File: config.mk
export PLATFORM = sky130hd
export DESIGN_NAME = id_ex_stage
export DESIGN_NICKNAME = d
export VERILOG_FILES = /design/src/rtl/id_ex_stage.sv
export SDC_FILE = /design/constraint.sdc
export NUM_CORES = 1
export LEC_CHECK = 0
export ABC_AREA = 1
export BUFFER_PORTS_ARGS = -buffer_cell sky130_fd_sc_hd__buf_4
export CAP_MARGIN = 10
export CELL_PAD_IN_SITES_DETAIL_PLACEMENT = 1
export CELL_PAD_IN_SITES_GLOBAL_PLACEMENT = 1
export CORE_MARGIN = 5
export CORE_UTILIZATION = 25
export CTS_CLUSTER_DIAMETER = 40
export CTS_CLUSTER_SIZE = 16
export DETAILED_ROUTE_END_ITERATION = 10
export PLACE_DENSITY = 0.64
export SLEW_MARGIN = 20
export SYNTH_ARGS = -nofsm -noshare
export SYNTH_HDL_FRONTEND = slang
export SYNTH_SLANG_ARGS = --single-unit
File: constraint.sdc
create_clock -name clk -period 3.7 [get_ports clk]
set_input_delay 0.74 -clock clk [delete_from_list [all_inputs] [get_ports clk]]
set_output_delay 0.74 -clock clk [all_outputs]
set_load 0.02 [all_outputs]
File: src/rtl/id_ex_stage.sv
// id_ex_stage: ID/EX pipeline register feeding the execute-stage ALU.
// Captures decoded fields from ID, forwards operands from EX/MEM and
// MEM/WB, and inserts one-cycle bubbles on load-use hazards and flushes.
module id_ex_stage #(
  parameter int WIDTH = 32,
  parameter int RA    = 5
) (
  input  logic             clk,
  input  logic             rst_n,
  // decoded instruction in ID
  input  logic             id_valid,
  input  logic [RA-1:0]    id_rs1,
  input  logic [RA-1:0]    id_rs2,
  input  logic [RA-1:0]    id_rd,
  input  logic [WIDTH-1:0] id_rs1_data,
  input  logic [WIDTH-1:0] id_rs2_data,
  input  logic [WIDTH-1:0] id_imm,
  input  logic             id_alusrc,
  input  logic [3:0]       id_aluctl,
  input  logic             id_regwrite,
  input  logic             id_memread,
  input  logic             id_memwrite,
  input  logic             flush,
  // EX/MEM writeback info
  input  logic [RA-1:0]    mem_rd,
  input  logic             mem_regwrite,
  input  logic [WIDTH-1:0] mem_result,
  // MEM/WB writeback info
  input  logic [RA-1:0]    wb_rd,
  input  logic             wb_regwrite,
  input  logic [WIDTH-1:0] wb_result,
  // hazard handshake towards IF/ID
  output logic             stall_id,
  // execute-stage view
  output logic             ex_valid,
  output logic             ex_regwrite,
  output logic             ex_memread,
  output logic             ex_memwrite,
  output logic [RA-1:0]    ex_rd,
  output logic [3:0]       ex_aluctl,
  output logic [WIDTH-1:0] ex_a,
  output logic [WIDTH-1:0] ex_b,
  output logic [WIDTH-1:0] ex_store_data,
  output logic [15:0]      bubble_cnt
);

  // ALU "add" code: the harmless control value carried by bubbles and reset.
  localparam logic [3:0] ALUCTL_ADD = 4'b0010;

  // Saturating increment for the bubble counter.
  function automatic logic [15:0] sat_inc(input logic [15:0] cnt);
    sat_inc = (cnt == 16'hFFFF) ? cnt : cnt + 16'd1;
  endfunction

  // Operand forwarding for one source register. EX/MEM is the younger
  // producer and therefore wins over MEM/WB; x0 is never forwarded.
  function automatic logic [WIDTH-1:0] fwd_sel(
    input logic [RA-1:0]    src,
    input logic [WIDTH-1:0] reg_data,
    input logic [RA-1:0]    m_rd,
    input logic             m_we,
    input logic [WIDTH-1:0] m_res,
    input logic [RA-1:0]    w_rd,
    input logic             w_we,
    input logic [WIDTH-1:0] w_res
  );
    if (m_we && (m_rd != '0) && (m_rd == src)) begin
      fwd_sel = m_res;
    end else if (w_we && (w_rd != '0) && (w_rd == src)) begin
      fwd_sel = w_res;
    end else begin
      fwd_sel = reg_data;
    end
  endfunction

  // Registered pipeline state
  logic             valid_q,    valid_d;
  logic [RA-1:0]    rs1_q,      rs1_d;
  logic [RA-1:0]    rs2_q,      rs2_d;
  logic [RA-1:0]    rd_q,       rd_d;
  logic [WIDTH-1:0] rs1_data_q, rs1_data_d;
  logic [WIDTH-1:0] rs2_data_q, rs2_data_d;
  logic [WIDTH-1:0] imm_q,      imm_d;
  logic             alusrc_q,   alusrc_d;
  logic [3:0]       aluctl_q,   aluctl_d;
  logic             regwrite_q, regwrite_d;
  logic             memread_q,  memread_d;
  logic             memwrite_q, memwrite_d;
  logic [15:0]      bubble_cnt_q, bubble_cnt_d;

  logic             hz;
  logic [WIDTH-1:0] fwd_rs1;
  logic [WIDTH-1:0] fwd_rs2;

  // Load-use hazard: a live load in EX whose destination is read by ID.
  assign hz = valid_q && memread_q && (rd_q != '0) && id_valid &&
              ((id_rs1 == rd_q) || (id_rs2 == rd_q));

  // A flush kills the ID instruction, so it cannot be stalled on.
  assign stall_id = hz && !flush;

  // Next-state selection: capture ID, or load a bubble on flush/hazard.
  always_comb begin
    valid_d      = id_valid;
    rs1_d        = id_rs1;
    rs2_d        = id_rs2;
    rd_d         = id_rd;
    rs1_data_d   = id_rs1_data;
    rs2_data_d   = id_rs2_data;
    imm_d        = id_imm;
    alusrc_d     = id_alusrc;
    aluctl_d     = id_aluctl;
    regwrite_d   = id_regwrite;
    memread_d    = id_memread;
    memwrite_d   = id_memwrite;
    bubble_cnt_d = bubble_cnt_q;

    if (flush || hz) begin
      valid_d    = 1'b0;
      rs1_d      = '0;
      rs2_d      = '0;
      rd_d       = '0;
      rs1_data_d = '0;
      rs2_data_d = '0;
      imm_d      = '0;
      alusrc_d   = 1'b0;
      aluctl_d   = ALUCTL_ADD;
      regwrite_d = 1'b0;
      memread_d  = 1'b0;
      memwrite_d = 1'b0;
    end

    // Only hazard-induced bubbles are counted; a flush takes precedence.
    if (hz && !flush) begin
      bubble_cnt_d = sat_inc(bubble_cnt_q);
    end
  end

  // Pipeline register update with synchronous active-low reset.
  always_ff @(posedge clk) begin
    if (!rst_n) begin
      valid_q      <= 1'b0;
      rs1_q        <= '0;
      rs2_q        <= '0;
      rd_q         <= '0;
      rs1_data_q   <= '0;
      rs2_data_q   <= '0;
      imm_q        <= '0;
      alusrc_q     <= 1'b0;
      aluctl_q     <= ALUCTL_ADD;
      regwrite_q   <= 1'b0;
      memread_q    <= 1'b0;
      memwrite_q   <= 1'b0;
      bubble_cnt_q <= '0;
    end else begin
      valid_q      <= valid_d;
      rs1_q        <= rs1_d;
      rs2_q        <= rs2_d;
      rd_q         <= rd_d;
      rs1_data_q   <= rs1_data_d;
      rs2_data_q   <= rs2_data_d;
      imm_q        <= imm_d;
      alusrc_q     <= alusrc_d;
      aluctl_q     <= aluctl_d;
      regwrite_q   <= regwrite_d;
      memread_q    <= memread_d;
      memwrite_q   <= memwrite_d;
      bubble_cnt_q <= bubble_cnt_d;
    end
  end

  // Combinational forwarding; also runs on bubbles, which write nothing.
  always_comb begin
    fwd_rs1 = fwd_sel(rs1_q, rs1_data_q, mem_rd, mem_regwrite, mem_result,
                      wb_rd, wb_regwrite, wb_result);
    fwd_rs2 = fwd_sel(rs2_q, rs2_data_q, mem_rd, mem_regwrite, mem_result,
                      wb_rd, wb_regwrite, wb_result);
  end

  assign ex_valid      = valid_q;
  assign ex_regwrite   = regwrite_q;
  assign ex_memread    = memread_q;
  assign ex_memwrite   = memwrite_q;
  assign ex_rd         = rd_q;
  assign ex_aluctl     = aluctl_q;
  assign ex_a          = fwd_rs1;
  assign ex_b          = alusrc_q ? imm_q : fwd_rs2;
  assign ex_store_data = fwd_rs2;
  assign bubble_cnt    = bubble_cnt_q;

endmodule
## Yosys cells after proc, flatten, opt, wreduce, memory -nomap -nowiden

Index checks and enable logic that the tools add are counted.

- Flip-flop bits (word level): 136
- Bits of input ports: 199
- Output and inout port bits: 126
- Logic and storage cells: 47

- Add/subtract/negate cells: 1
- Equality and inequality tests: 7
- Multiplexer cells: 5
- Bitwise logic cells: 2
- Reduce and logical (&&, ||, !) cells: 19

Operator list:

| operator | count |
|---|---|
| 32-bit two-way mux | 5 |
| 5-bit == test | 6 |
| 16-bit by 1-bit adder with 16-bit output, second input constant | 1 |
| 16-bit == test, second input constant | 1 |
| 5-bit nonzero test | 3 |
| 1-bit logical AND | 11 |
| 1-bit logical OR | 2 |
| 1-bit inverter | 2 |
| 2-bit AND reduction | 1 |
| 2-bit OR reduction | 1 |
| 1-bit zero test | 1 |

## Logic depth before layout (Yosys ltp)

- Depth after elaboration: 6
- Mapped depth: 11
- Mapped depth without buffers: 11

## Worst setup path after synthesis

Ideal clock, no wire load.

- Path type: input-to-output
- Start point: in wb_rd[4]
- End point: out ex_store_data[11]
- Data arrival time: 1.769 ns
- Required time: 2.960 ns
- Path slack: 1.191 ns
- Stages: 6
- Path buffers: 1
- Cells stage by stage: xor2_1 -> nor2_2 -> buf_2 -> nand4_1 -> nand3_1 -> and2_1

- Longest elaborated chain between the ends: 5
- Elaborated cells on any way between the ends: 6
- Those cells by class: eq/ne: 1; mux: 2; reduce/logical: 3

Ends and longest elaborated chain:

| item | RTL line | text |
|---|---|---|
| start, declared | 29 | `input logic [RA-1:0] wb_rd,` |
| 5-bit nonzero test | 69 | `end else if (w_we && (w_rd != '0) && (w_rd == src)) begin` |
| 1-bit logical AND | 69 |  |
| 1-bit logical AND (*) | 69 |  |
| 32-bit two-way mux (*) | 69 |  |
| 32-bit two-way mux (*) | 67 | `if (m_we && (m_rd != '0) && (m_rd == src)) begin` |
| end, declared | 43 | `output logic [WIDTH-1:0] ex_store_data,` |

Every way passes the cells marked *; elsewhere a longest branch is shown, timed or not.

## Worst setup path after layout

- Start point: in wb_rd[1]
- End point: out ex_a[15]

- Longest elaborated chain between the ends: 5
- Elaborated cells on any way between the ends: 6
- Those cells by class: eq/ne: 1; mux: 2; reduce/logical: 3

Ends and longest elaborated chain:

| item | RTL line | text |
|---|---|---|
| 5-bit nonzero test | 69 |  |
| 1-bit logical AND | 69 |  |
| 1-bit logical AND (*) | 69 |  |
| 32-bit two-way mux (*) | 69 |  |
| 32-bit two-way mux (*) | 67 |  |
| end, declared | 41 | `output logic [WIDTH-1:0] ex_a,` |

Marks and branches as above.

==> impl_metrics.ini <==
[place]
dpl.hpwl_um = 24100
postPlaceCellArea_mm2 = 0.00988
port_buffers = 324
place.gp.congestion = 0.832

[floorplan]
rows = 61
die_y_um = 179
die_area_mm2 = 0.0321
coreArea_mm2 = 0.0280
start_util_pct = 25.5
die_x_um = 179
pin_count = 325

[critical_path]
critical_path_class = in2out
cp-start-kind = input pin
worst-r2r-cell-count = 8
path_max_fanout = 18
endpoint_kind = output pin
worstPathArrival_ps = 2390
required_ps = 2960

[global_routing]
grt_use_total_pct = 18.9
grt_pass1_vias = 8178
grt_max_degree = 71
antenna_found_initial = 0
overflow = 0
grt_pass1_wl_um = 46400

[route]
met3_length_um = 2600
post-route-drc-count = 0
top_layer_used = met4
vias = 7910
dr_wl_met2_um = 14800
m1WireLength_um = 13400
routed_wirelength_um = 31400
firstDrtPassIters = 4
avgViaCountPerCell = 4.31
wl_per_cell_um = 17.1
drt_iter0_drc = 324
antenna_left = 0

[cts]
numCtsBuffers = 17
htreeDepth = 4
clk_path_buf_depth = 2
hold_buffers = 0
clkLatencyLatePin_ps = 420
cts_resized = 0
cts_tree = yes
cts_root_buffer = clkbuf_16
post_cts_buffers = 0
cts.reportedPaths.clkPinSlew_ps = 60
clock_sinks = 136

[yosys]
synth_seq_area_share_pct = 38.1
syn_inst = 1137
yosys_most_used_dff = dfxtp_1
ys_ff_latch = 136
synthAdderAreaFrac_pct = 0.175
ys.warnings.count = 0
synthArstFlopShare_pct = 0
muxShareOfSynthArea_pct = 0
synth_top_family_by_area = simple AND/OR/NAND/NOR gates
netlist_area_mm2 = 0.00714
syn_avg_cell_area_um2 = 6.28
synth_compound_area_share_pct = 2.94
synth_xor_area_share_pct = 2.45
syn_nets = 1337
synth_simple_gate_area_share_pct = 40.3
synthDistinctLibCells = 30
synth_edf_count = 0

[power]
power.switching_w = 0.00109
power.total_w = 0.00404
p_int_w = 0.00295
p_leak_nw = 5.83
combPwrFrac_pct = 17.3
powerDensity_mw_per_mm2 = 384
ir_drop_uv = 205
power_frac_seq_pct = 38.1
clkPwrFrac_pct = 44.6
p_sw_share_pct = 27.0

[sta]
post-route-min-period_ps = 3130
report.final.slew_viol_count = 0
finalCritPeriodShare_pct = 84.6
final.setup.tns_ps = 0
fmax_mhz = 319
rsz0062_at_grt = no
setup_viol = 0
hold_viol = 0
skew_ps = 12.1
worst_pin_slew_ps = 838
slew_headroom_pct = 44.1

[finish]
nFillCells = 3675
final_common_cell = buf_4
final_nets = 1644
multi_input_area_mm2 = 0.00329
mostFrequentLayoutCells = 337 x buf_4, 332 x nand2_1, 208 x inv_1, 175 x nor2_1, 135 x dfxtp_1
final_area_mm2 = 0.0105
syn_to_final_growth_pct = 47.0
register_area_mm2 = 0.00272
drive_above_1_share_pct = 26.9

[run_status]
status = finished, final reports clean

[hold_path]
hold_depth = 2
holdCritPathClass = in2reg

[job]
drv_cap = 0
[Yosys cell counts (2+ instances only)]
master | count | area share [%]
a21oi_1 | 5 | 0.35
o21ai_1 | 13 | 0.91
inv_2 | 6 | 0.32
buf_2 | 24 | 1.7
buf_6 | 14 | 2.2
xnor2_1 | 7 | 0.86
o21ai_0 | 24 | 1.7
buf_1 | 4 | 0.21
nand4_1 | 41 | 3.6
dfxtp_1 | 136 | 38
xor2_1 | 13 | 1.6
nor3_2 | 2 | 0.28
nor3_1 | 3 | 0.21
nand3_1 | 73 | 5.1
nor2_1 | 175 | 9.2
nor2_2 | 3 | 0.26
nand2_2 | 2 | 0.18
clkbuf_1 | 8 | 0.42
buf_4 | 2 | 0.21
and2_1 | 32 | 2.8
nand3_2 | 3 | 0.42
inv_1 | 208 | 11
nand2_1 | 332 | 17
[logic make-up (layout without fill, tap and decap cells)]
kind of cell	count (synthesis)	after routing
adder cells (fa/ha/maj)	1	1
other	0	1
buffers and inverters	266	586
flip-flops	136	136
AND/OR/NAND/NOR	672	672
AO/OA/AOI/OAI	42	42
XOR/XNOR	20	20
[power groups by stage]
stage	registers (W)	clock network [W]	logic, W
after floorplan	0.00157	0	0.000329
after global placement	0.00157	0	0.000699
after detailed placement	0.00157	0	0.000707
after CTS	0.00154	0.00187	0.000710
after global routing	0.00154	0.00192	0.000765
final	0.00154	0.00180	0.000699
[worst max-delay path, stage by stage]
cell and delay, ps:
buf_4 130, xnor2_1 170, nand2_1 80, nor3_2 140
nand3_2 290, buf_4 320, o21ai_0 180, nand2_1 90
nand2_1 90, buf_4 140
[stage by stage]
| step | hold WS [ps] | util [%] | instances | setup WS [ps] |
|---|---|---|---|---|
| final | 509 | 37.5 | 1836 | 569 |
| after global placement | 517 | 35.3 | 1803 | 593 |
| after global routing | 503 | 37.5 | 1835 | 334 |
| after detailed placement | 524 | 35.3 | 1803 | 544 |
| after floorplan | 580 | - | 1137 | 1190 |
| after CTS | 490 | 37.5 | 1835 | 540 |
[registers in the layout, summed over array words and instances (netlist names)]
register,count
alusrc_q,1
bubble_cnt,16
ex_aluctl,4
ex_memread,1
ex_memwrite,1
ex_rd,5
ex_regwrite,1
ex_valid,1
imm_q,32
rs1_data_q,32
rs1_q,5
rs2_data_q,32
rs2_q,5
[cell type report]
cell class | instances | share of cell area, %
Multi-Input combinational cell | 735 | 31.4
Antenna cell | 1 | 0.0238
Clock buffer | 21 | 4.48
Inverter | 214 | 7.65
Tap cell | 378 | 4.50
Sequential cell | 136 | 25.9
Timing Repair Buffer | 340 | 24.7
Clock inverter | 11 | 1.38
[metal layers]
metal	track usage, %	vias up
li1	-	3994
met1	23.2	3629
met2	32.1	243
met3	5.69	44
met4	5.34	0
met5	0	-
[path summary, 6_finish.rpt]
| kind | from | endpoint | slack [ps] |
|---|---|---|---|
| min reg2reg | bubble_cnt[15] | bubble_cnt[15] | 530 |
| min | id_aluctl[1] | ex_aluctl[1] | 510 |
| max reg2reg | ex_valid | imm_q[31] | 1770 |
| max | wb_rd[1] | ex_a[15] | 570 |
Note: power is estimated with default switching activity, not from simulation.
